==> config.mk <==
export PLATFORM = sky130hd
export DESIGN_NAME = ram_block_mover_flat
export DESIGN_NICKNAME = d
export VERILOG_FILES = /design/src/rtl/ram_block_mover_if.sv /design/src/rtl/ram_block_mover.sv /design/src/flat_wrapper.sv
export SDC_FILE = /design/constraint.sdc
export NUM_CORES = 1
export LEC_CHECK = 0
export CORE_ASPECT_RATIO = 1.2
export CORE_MARGIN = 10
export CORE_UTILIZATION = 47
export CTS_CLUSTER_SIZE = 24
export DETAILED_ROUTE_END_ITERATION = 10
export GPL_TIMING_DRIVEN = 0
export MAX_ROUTING_LAYER = met4
export PLACE_DENSITY = 0.92
export SLEW_MARGIN = 20
export SYNTH_ARGS = -nofsm -noshare
export SYNTH_HDL_FRONTEND = slang
export SYNTH_SLANG_ARGS = --single-unit
==> constraint.sdc <==
create_clock -name clock -period 11.29 [get_ports clock]
set_clock_uncertainty 0.1 [all_clocks]
set_input_delay 1.6935 -clock clock [delete_from_list [all_inputs] [get_ports clock]]
set_output_delay 1.6935 -clock clock [all_outputs]
set_load 0.1 [all_outputs]
==> src/rtl/ram_block_mover_if.sv <==
// Command/status and RAM-port bundle for ram_block_mover.
// master: the block mover itself (drives the RAM port and status).
// slave : the requester plus the RAM (drives commands and mem_out).
// Handshake: start is a level request sampled on the rising clock edge and
// is taken only while busy=0 and done=0 (IDLE); it is never queued.
// done is a single-cycle completion pulse. busy stays high from the first
// RAM cycle to the last.
interface ram_block_mover_if #(
   parameter int ADDR_W = 8,
   parameter int DATA_W = 64
);
   logic              start;
   logic              op;
   logic [ADDR_W-1:0] src;
   logic [ADDR_W-1:0] dst;
   logic [8:0]        len;
   logic [DATA_W-1:0] fill_data;
   logic              busy;
   logic              done;
   logic [ADDR_W-1:0] mem_address;
   logic [DATA_W-1:0] mem_in;
   logic              mem_write;
   logic [DATA_W-1:0] mem_out;

   modport master (
      input  start, op, src, dst, len, fill_data, mem_out,
      output busy, done, mem_address, mem_in, mem_write
   );

   modport slave (
      output start, op, src, dst, len, fill_data, mem_out,
      input  busy, done, mem_address, mem_in, mem_write
   );
endinterface

==> src/rtl/ram_block_mover.sv <==
// Single-port RAM master that copies a block of words or fills a block with
// a constant. The RAM samples on the falling edge; this block runs on the
// rising edge. All RAM-port outputs are registered, so mem_in never follows
// mem_out combinationally.
// Debug state encoding on o_dbg_state: 0 IDLE, 1 RD, 2 WR, 3 FILL, 4 DONE.
module ram_block_mover #(
   parameter int ADDR_W = 8,
   parameter int DATA_W = 64
) (
   input  logic              clock,
   input  logic              reset,
   ram_block_mover_if.master bus,
   output logic [2:0]        o_dbg_state
);
   typedef enum logic [2:0] {
      S_IDLE = 3'd0,
      S_RD   = 3'd1,
      S_WR   = 3'd2,
      S_FILL = 3'd3,
      S_DONE = 3'd4
   } state_t;

   state_t            r_state;
   logic [8:0]        r_i;
   logic [8:0]        r_len;
   logic [ADDR_W-1:0] r_src;
   logic [ADDR_W-1:0] r_dst;
   logic [DATA_W-1:0] r_data;   // copied word in copy mode, pattern in fill mode
   logic [ADDR_W-1:0] r_addr;
   logic              r_write;
   logic              r_busy;
   logic              r_done;

   logic [8:0]        w_i_next;
   logic              w_last;
   logic [ADDR_W-1:0] w_src_next;
   logic [ADDR_W-1:0] w_dst_cur;
   logic [ADDR_W-1:0] w_dst_next;

   // Index arithmetic; base+i wraps modulo the RAM depth by truncation.
   assign w_i_next   = r_i + 9'd1;
   assign w_last     = (w_i_next >= r_len);
   assign w_src_next = r_src + w_i_next[ADDR_W-1:0];
   assign w_dst_cur  = r_dst + r_i[ADDR_W-1:0];
   assign w_dst_next = r_dst + w_i_next[ADDR_W-1:0];

   // Transfer sequencer with registered RAM-port and status outputs.
   always_ff @(posedge clock or posedge reset) begin
      if (reset) begin
         r_state <= S_IDLE;
         r_i     <= '0;
         r_len   <= '0;
         r_src   <= '0;
         r_dst   <= '0;
         r_data  <= '0;
         r_addr  <= '0;
         r_write <= 1'b0;
         r_busy  <= 1'b0;
         r_done  <= 1'b0;
      end else begin
         case (r_state)
            S_IDLE: begin
               r_done  <= 1'b0;
               r_busy  <= 1'b0;
               r_write <= 1'b0;
               r_addr  <= '0;
               r_data  <= '0;
               if (bus.start) begin
                  r_src <= bus.src;
                  r_dst <= bus.dst;
                  r_len <= bus.len;
                  r_i   <= '0;
                  if (bus.len == 9'd0) begin
                     r_state <= S_DONE;
                     r_done  <= 1'b1;
                  end else if (!bus.op) begin
                     r_state <= S_RD;
                     r_busy  <= 1'b1;
                     r_addr  <= bus.src;
                  end else begin
                     r_state <= S_FILL;
                     r_busy  <= 1'b1;
                     r_addr  <= bus.dst;
                     r_data  <= bus.fill_data;
                     r_write <= 1'b1;
                  end
               end
            end
            S_RD: begin
               // mem_out was refreshed at the falling edge inside this cycle.
               r_data  <= bus.mem_out;
               r_addr  <= w_dst_cur;
               r_write <= 1'b1;
               r_state <= S_WR;
            end
            S_WR: begin
               r_i <= w_i_next;
               if (w_last) begin
                  r_state <= S_DONE;
                  r_busy  <= 1'b0;
                  r_done  <= 1'b1;
                  r_write <= 1'b0;
                  r_addr  <= '0;
                  r_data  <= '0;
               end else begin
                  r_state <= S_RD;
                  r_addr  <= w_src_next;
                  r_write <= 1'b0;
               end
            end
            S_FILL: begin
               r_i <= w_i_next;
               if (w_last) begin
                  r_state <= S_DONE;
                  r_busy  <= 1'b0;
                  r_done  <= 1'b1;
                  r_write <= 1'b0;
                  r_addr  <= '0;
                  r_data  <= '0;
               end else begin
                  r_addr <= w_dst_next;
               end
            end
            S_DONE: begin
               r_state <= S_IDLE;
               r_done  <= 1'b0;
               r_busy  <= 1'b0;
               r_write <= 1'b0;
               r_addr  <= '0;
               r_data  <= '0;
            end
            default: begin
               r_state <= S_IDLE;
               r_busy  <= 1'b0;
               r_done  <= 1'b0;
               r_write <= 1'b0;
               r_addr  <= '0;
               r_data  <= '0;
            end
         endcase
      end
   end

   assign bus.busy        = r_busy;
   assign bus.done        = r_done;
   assign bus.mem_address = r_addr;
   assign bus.mem_in      = r_data;
   assign bus.mem_write   = r_write;
   assign o_dbg_state     = r_state;
endmodule

==> src/flat_wrapper.sv <==
// flat-port wrapper written by rule: the top's interface ports become plain ports
module ram_block_mover_flat 
#(
   parameter int ADDR_W = 8,
   parameter int DATA_W = 64
)
  (clock, reset, o_dbg_state, bus_start, bus_op, bus_src, bus_dst, bus_len, bus_fill_data, bus_mem_out, bus_busy, bus_done, bus_mem_address, bus_mem_in, bus_mem_write);
  ram_block_mover_if #(.ADDR_W(ADDR_W), .DATA_W(DATA_W)) bus_i ();
  input  logic clock;
  input  logic reset;
  output logic [2:0] o_dbg_state;
  input wire logic [$bits(bus_i.start)-1:0] bus_start;
  input wire logic [$bits(bus_i.op)-1:0] bus_op;
  input wire logic [$bits(bus_i.src)-1:0] bus_src;
  input wire logic [$bits(bus_i.dst)-1:0] bus_dst;
  input wire logic [$bits(bus_i.len)-1:0] bus_len;
  input wire logic [$bits(bus_i.fill_data)-1:0] bus_fill_data;
  input wire logic [$bits(bus_i.mem_out)-1:0] bus_mem_out;
  output wire logic [$bits(bus_i.busy)-1:0] bus_busy;
  output wire logic [$bits(bus_i.done)-1:0] bus_done;
  output wire logic [$bits(bus_i.mem_address)-1:0] bus_mem_address;
  output wire logic [$bits(bus_i.mem_in)-1:0] bus_mem_in;
  output wire logic [$bits(bus_i.mem_write)-1:0] bus_mem_write;
  assign bus_i.start = bus_start;
  assign bus_i.op = bus_op;
  assign bus_i.src = bus_src;
  assign bus_i.dst = bus_dst;
  assign bus_i.len = bus_len;
  assign bus_i.fill_data = bus_fill_data;
  assign bus_i.mem_out = bus_mem_out;
  assign bus_busy = bus_i.busy;
  assign bus_done = bus_i.done;
  assign bus_mem_address = bus_i.mem_address;
  assign bus_mem_in = bus_i.mem_in;
  assign bus_mem_write = bus_i.mem_write;
  ram_block_mover #(.ADDR_W(ADDR_W), .DATA_W(DATA_W)) u_core (.clock(clock), .reset(reset), .bus(bus_i), .o_dbg_state(o_dbg_state));
endmodule
* Word-level counts from Yosys, hierarchy flattened
Index checks and enable logic that the tools add are counted.
** Storage, ports and cells
- Register bits :: 112
- Output and inout bits :: 78
- Word-level logic and storage cells :: 61
** Operators by class
- $add $sub $neg :: 4
- Magnitude comparators :: 1
- Equal/unequal tests :: 6
- Multiplexer cells :: 31
- Bitwise operators :: 1
- Reductions and logical operators :: 8
** Operators by type and width (number)
- 64-bit 2-to-1 mux :: 4
- 64-bit one-hot mux with 3 select lines :: 1
- 8-bit 2-to-1 mux :: 5
- 8-bit one-hot mux with 4 select lines :: 1
- 8-bit adder :: 3
- 9-bit one-hot mux with 2 select lines :: 1
- 3-bit 2-to-1 mux :: 4
- 3-bit one-hot mux with 4 select lines :: 1
- 9-bit by 1-bit adder with 9-bit output (second input constant) :: 1
- 9-bit greater-or-equal comparator :: 1
- 9-bit zero test :: 1
- 1-bit 2-to-1 mux :: 9
- 9-bit 2-to-1 mux :: 1
- 1-bit one-hot mux with 3 select lines :: 3
- 2-bit AND reduction :: 4
- 3-bit by 2-bit equality test with 1-bit output (second input constant) :: 2
- 2-bit by 1-bit != test with 1-bit output (second input constant) :: 2
- 3-bit by 1-bit equality test with 1-bit output (second input constant) :: 1
- 3-bit zero test :: 1
- 2-bit 2-to-1 mux :: 1
- 2-bit != test (second input constant) :: 1
- 2-bit nonzero test :: 1
- 2-bit OR reduction :: 1
- 1-bit inverter :: 1

* Depth between registers and ports, before layout
- Word-level depth :: 4
- Depth in mapped cells :: 13
- Gate-level depth less buffers :: 11

* Worst setup path after synthesis
OpenSTA, ideal clock, no wires.
- Path type :: input-to-reg
- From :: in bus_len[2]
- To :: reg u_core.r_data[10], in the netlist u_core.bus.mem_in[10]
- Data arrival time :: 3355 ps
- Slack :: 7707 ps
- Stages on the path :: 9
- Buffers on the path :: 3
- Cells stage by stage :: or4_4 > nor4_4 > nand2b_1 > buf_4 > nor2_1 > buf_6 > buf_6 > a222oi_1 > inv_1
** On the way
- Longest elaborated chain between the ends :: 4
** RTL lines
- start: declaration :: line flat_wrapper.sv:16 : input wire logic [$bits(bus_i.len)-1:0] bus_len;
- 9-bit zero test :: line ram_block_mover.sv:73 : if (bus.len == 9'd0) begin
- 64-bit 2-to-1 mux :: line ram_block_mover.sv:73
- 64-bit 2-to-1 mux :: line ram_block_mover.sv:68 : if (bus.start) begin
- 64-bit one-hot mux with 3 select lines :: line ram_block_mover.sv:61 : case (r_state)
- end signal: assignment :: line ram_block_mover.sv:84 : r_data <= bus.fill_data;
- end signal: assignment :: line ram_block_mover.sv:91 : r_data <= bus.mem_out;
- end: declaration :: line ram_block_mover.sv:28 : logic [DATA_W-1:0] r_data;
No other way between the ends.
A chain may end at the register's enable or synchronous reset.

* Final worst setup path
- From :: reg u_core.r_i[2]
- To :: reg u_core.r_addr[6], in the netlist u_core.bus.mem_address[6]
** On the way
- Longest elaborated chain between the ends :: 4
- Elaborated cells between the ends (all ways) :: 8
** RTL lines
- start: declaration :: line ram_block_mover.sv:24 : logic [8:0] r_i;
- start signal: assignment :: line ram_block_mover.sv:97 : r_i <= w_i_next;
- start signal: assignment :: line ram_block_mover.sv:112 : r_i <= w_i_next;
- 9-bit by 1-bit adder with 9-bit output :: line ram_block_mover.sv:41 : assign w_i_next = r_i + 9'd1;
- 8-bit adder (tied with other cells) :: line ram_block_mover.sv:45 : assign w_dst_next = r_dst + w_i_next[ADDR_W-1:0];
- 8-bit 2-to-1 mux (on tied branches) :: line ram_block_mover.sv:113, ram_block_mover.sv:98
- 8-bit one-hot mux with 4 select lines (*) :: line ram_block_mover.sv:61
- end signal: assignment :: line ram_block_mover.sv:79 : r_addr <= bus.src;
- end signal: assignment :: line ram_block_mover.sv:107 : r_addr <= w_src_next;
- end signal: assignment :: line ram_block_mover.sv:121 : r_addr <= w_dst_next;
- end: declaration :: line ram_block_mover.sv:29 : logic [ADDR_W-1:0] r_addr;
Every way passes the cells marked *; elsewhere a longest branch is shown, timed or not.

==> impl_metrics.csv <==
group,metric,value,unit
run_status,status,"completed",
yosys,synth.distinct_cells,50,
yosys,avgSynthCellArea,10.7,sq um
cts,post_cts_buffers,0,
yosys,synth_top_cell_by_area,"dfrtp_1",
floorplanning,dieArea,17300,sq um
power_and_ir_drop,pwr-share-clk,13.7,%
worst_setup_path,crit_fanout,10,
timing,hold_viol,0,
yosys,ys_top_cells_by_count,"dfrtp_1, inv_1, a222oi_1, nand2_1, ha_1",
cells_and_area,fin_nets,982,
yosys,yosysTopAreaCellShare,48.1,%
worst_setup_path,worst-path-buf-inv,2,
worst_setup_path,crit_chain,"nand3_1, nor3_1, xor2_1, ha_1, a221oi_1, nand2_1, a31oi_1, o31a_1, clkbuf_1, clkbuf_1, o31ai_1, o221ai_1",
yosys,syn_nets,737,
worst_setup_path,r2r_slack,6980,ps
grt,grt_use_total,25.1,%
timing,rsz0062_at_grt,"no",
cts,cts_hold_buffers,0,
grt,grt_pass1_wl,32800,microns
worst_setup_path,reg2reg_from,"u_core.r_i[2]$_DFFE_PP0P_",
routing,vias,5547,
cells_and_area,post-route-util,72.2,%
cts,clkSinkCount,112,
timing,min_period,4310,ps
worst_hold_path,hold_start,"u_core.bus.mem_in[14]$_DFFE_PP0P_",
grt,antenna_found_initial,0,
run,drv_cap,0,
timing,fin_ws,6980,ps
cts,clk_latency,350,ps
power_and_ir_drop,vdd_drop_max,247,uV
cells_and_area,n_fill_cell,848,
worst_setup_path,start_kind,"flop",
timing,fmax,232,MHz
timing,worstMarginPinSlew,1030,ps
cts,numCtsBuffers,9,
worst_hold_path,hold_class,"flop to flop",
timing,fin_crit_sh,38.2,%
cts,postCtsResizedCells,0,
timing,relSlewSlack,31.2,%
yosys,netlist_top_cells_area,"dfrtp_1, a222oi_1, ha_1",
worst_setup_path,critical_path_required,11440,ps
cts,root_buffer,"clkbuf_16",
yosys,ys_warn_count,0,
power_and_ir_drop,p_per_area,319,nW/um^2
worst_setup_path,crit_type,"flop to flop",
yosys,ys_async_sr_fraction,100,%
worst_setup_path,cp.arrival,4460,ps
timing,holdWs,393,ps
worst_setup_path,critical-path-max-stage-delay,600,ps
yosys,synth_seq_cells,112,
worst_hold_path,hold_end,"u_core.bus.mem_in[14]$_DFFE_PP0P_",
cts,cts.htree.levels,3,
grt,grt-ovfl-total,0,
worst_setup_path,critPathSlowestCell,"clkbuf_1",
routing,detail_route.iter0.violations,599,
power_and_ir_drop,netSwitchingPower,1.48,mW
routing,wl,21500,microns
power_and_ir_drop,p_seq_share,23.2,%
routing,viasPerCell,5.80,
routing,drc_errors,0,
worst_setup_path,cp-end-kind,"flop",
cells_and_area,area_delta_synth_final,50.1,%
grt,grt_pass1_vias,6193,
cts,clkTransAtPathRegs,80,ps
yosys,synth-main-ff-cell,"dfrtp_1",
worst_setup_path,startpoint,"u_core.r_i[2]$_DFFE_PP0P_",
worst_setup_path,path_common_cell,"clkbuf_1",
timing,setup_violations,0,
placement,gp_congestion,0.904,
timing,finalMaxSlewViolations,0,
cells_and_area,finalNonFillerCells,957,
floorplanning,start_util,48.1,%
worst_setup_path,rr_endpoint,"u_core.bus.mem_address[6]$_DFF_PP0_",
yosys,ys_seq_area_share,48.1,%
yosys,synth_area,5830,sq um
grt,grt_max_degree,68,
floorplanning,coreArea,12100,sq um
yosys,synthCells,546,
worst_hold_path,hold_path_depth,2,
placement,dp_hpwl,16900,microns
floorplanning,die_h,142,microns
cells_and_area,drive_above_1_share,5.78,%
floorplanning,ios,235,
placement,place_ws,6850,ps
cells_and_area,antenna_cells,0,
placement,dp_cells,941,
cts,cts_tree,"yes",
routing,antenna_left,0,
yosys,synth.most_common_cell,"dfrtp_1",
power_and_ir_drop,combPwrFrac,63.1,%
floorplanning,placementRows,44,
power_and_ir_drop,swShare,53.0,%
placement,numPortBuffers,233,
timing,fin_tns_setup,0,ps
routing,wl_per_cell,22.5,microns
cts,cts_max_path_buffers,2,
worst_setup_path,ff2ff_path_depth,12,
power_and_ir_drop,p_int,1.31,mW
worst_setup_path,crit_family,"compound AO/OA/AOI/OAI gates",
routing,drt_pass1_iterations,7,
floorplanning,die_width,122,microns
yosys,synth_edf_count,0,
power_and_ir_drop,p_leak,4.18,nW
-- worst reg2reg max path, stage by stage, from the launching register on --
cell	delay (ps)
dfrtp_1	490
nand3_1	140
nor3_1	540
xor2_1	340
ha_1	330
a221oi_1	290
nand2_1	90
a31oi_1	190
o31a_1	280
clkbuf_1	470
clkbuf_1	600
o31ai_1	200
o221ai_1	160
-- metal layers --
metal | vias to the layer above | GRT usage, % | wire [microns]
met5 | - | - | 0
li1 | 2489 | - | -
met1 | 2715 | 25.5 | 7750
met3 | 61 | 5.60 | 1400
met4 | 0 | 12.6 | 950
met2 | 282 | 44.3 | 11400
-- cell families (layout without fill, tap and decap cells) --
group	after synthesis	after routing	synth area share (%)
AND/OR/NAND/NOR	91	91	7.38
buffers and inverters	118	368	8.13
multiplexers	29	29	5.34
adder cells (fa/ha/maj)	34	34	7.68
flip-flops	112	112	48.1
AO/OA/AOI/OAI	137	137	19.1
XOR/XNOR	25	25	4.25
-- flip-flops by register name, indices dropped and copies added (netlist names), 3 cells and up --
register                flops
u_core.bus.mem_in          64
u_core.o_dbg_state          3
u_core.r_src                8
u_core.r_len                9
u_core.r_i                  9
u_core.bus.mem_address      8
u_core.r_dst                8
-- cells in the final DEF (no fill, tap or decap), types with 4 or more instances in the layout --
master           count
nor2_1              25
dfrtp_1            112
clkdlybuf4s50_1    233
o21ai_0             25
a222oi_1            64
nor3_1               6
buf_1                4
mux2i_1             12
nand2_1             33
a21o_1               5
ha_1                31
o221ai_1             4
inv_1               87
nand3_1             10
a21oi_1             13
a22o_1               4
xor2_1               9
clkbuf_1            18
mux2_2              17
xnor2_1             14
buf_2                4
clkbuf_16            9
nand2b_1             4
-- metrics by stage --
step                      power, mW  area [sq um]
final                          2.79          8750
after detailed placement       2.40          8400
after global placement         2.34          8360
after global routing           2.91          8750
after floorplan                1.91          5830
after CTS                      2.79          8750
-- power groups by stage --
stage / Combinational [mW] / Clock [mW] / Sequential [mW]
after CTS: 1.76 / 0.382 / 0.645
after detailed placement: 1.75 / 0 / 0.648
final: 1.76 / 0.381 / 0.648
after global routing: 1.86 / 0.397 / 0.662
after global placement: 1.70 / 0 / 0.640
after floorplan: 0.617 / 0 / 1.30
-- worst max path at each step --
stage                     cells past startpoint  slack (ps)                                  end
after global placement                        2        4960    u_core.bus.mem_in[50]$_DFFE_PP0P_
final                                        12        6980  u_core.bus.mem_address[6]$_DFF_PP0_
after CTS                                    12        7030  u_core.bus.mem_address[6]$_DFF_PP0_
after detailed placement                     10        6850    u_core.bus.mem_in[40]$_DFFE_PP0P_
after global routing                         12        6700  u_core.bus.mem_address[7]$_DFF_PP0_
after floorplan                               1        6540          u_core.bus.busy$_DFFE_PP0P_
-- layout make-up --
type                       instances  area [sq um]  area share, %
tap                              161           201           2.30
timing repair buffer             234          2360           27.0
buffer                            30           144           1.64
inverter                          88           335           3.83
sequential                       112          2800           32.0
multi-input combinational        316          2550           29.2
clock buffer                      10           239           2.73
clock inverter                     6           115           1.32
Power figures use the tool's default switching activity.
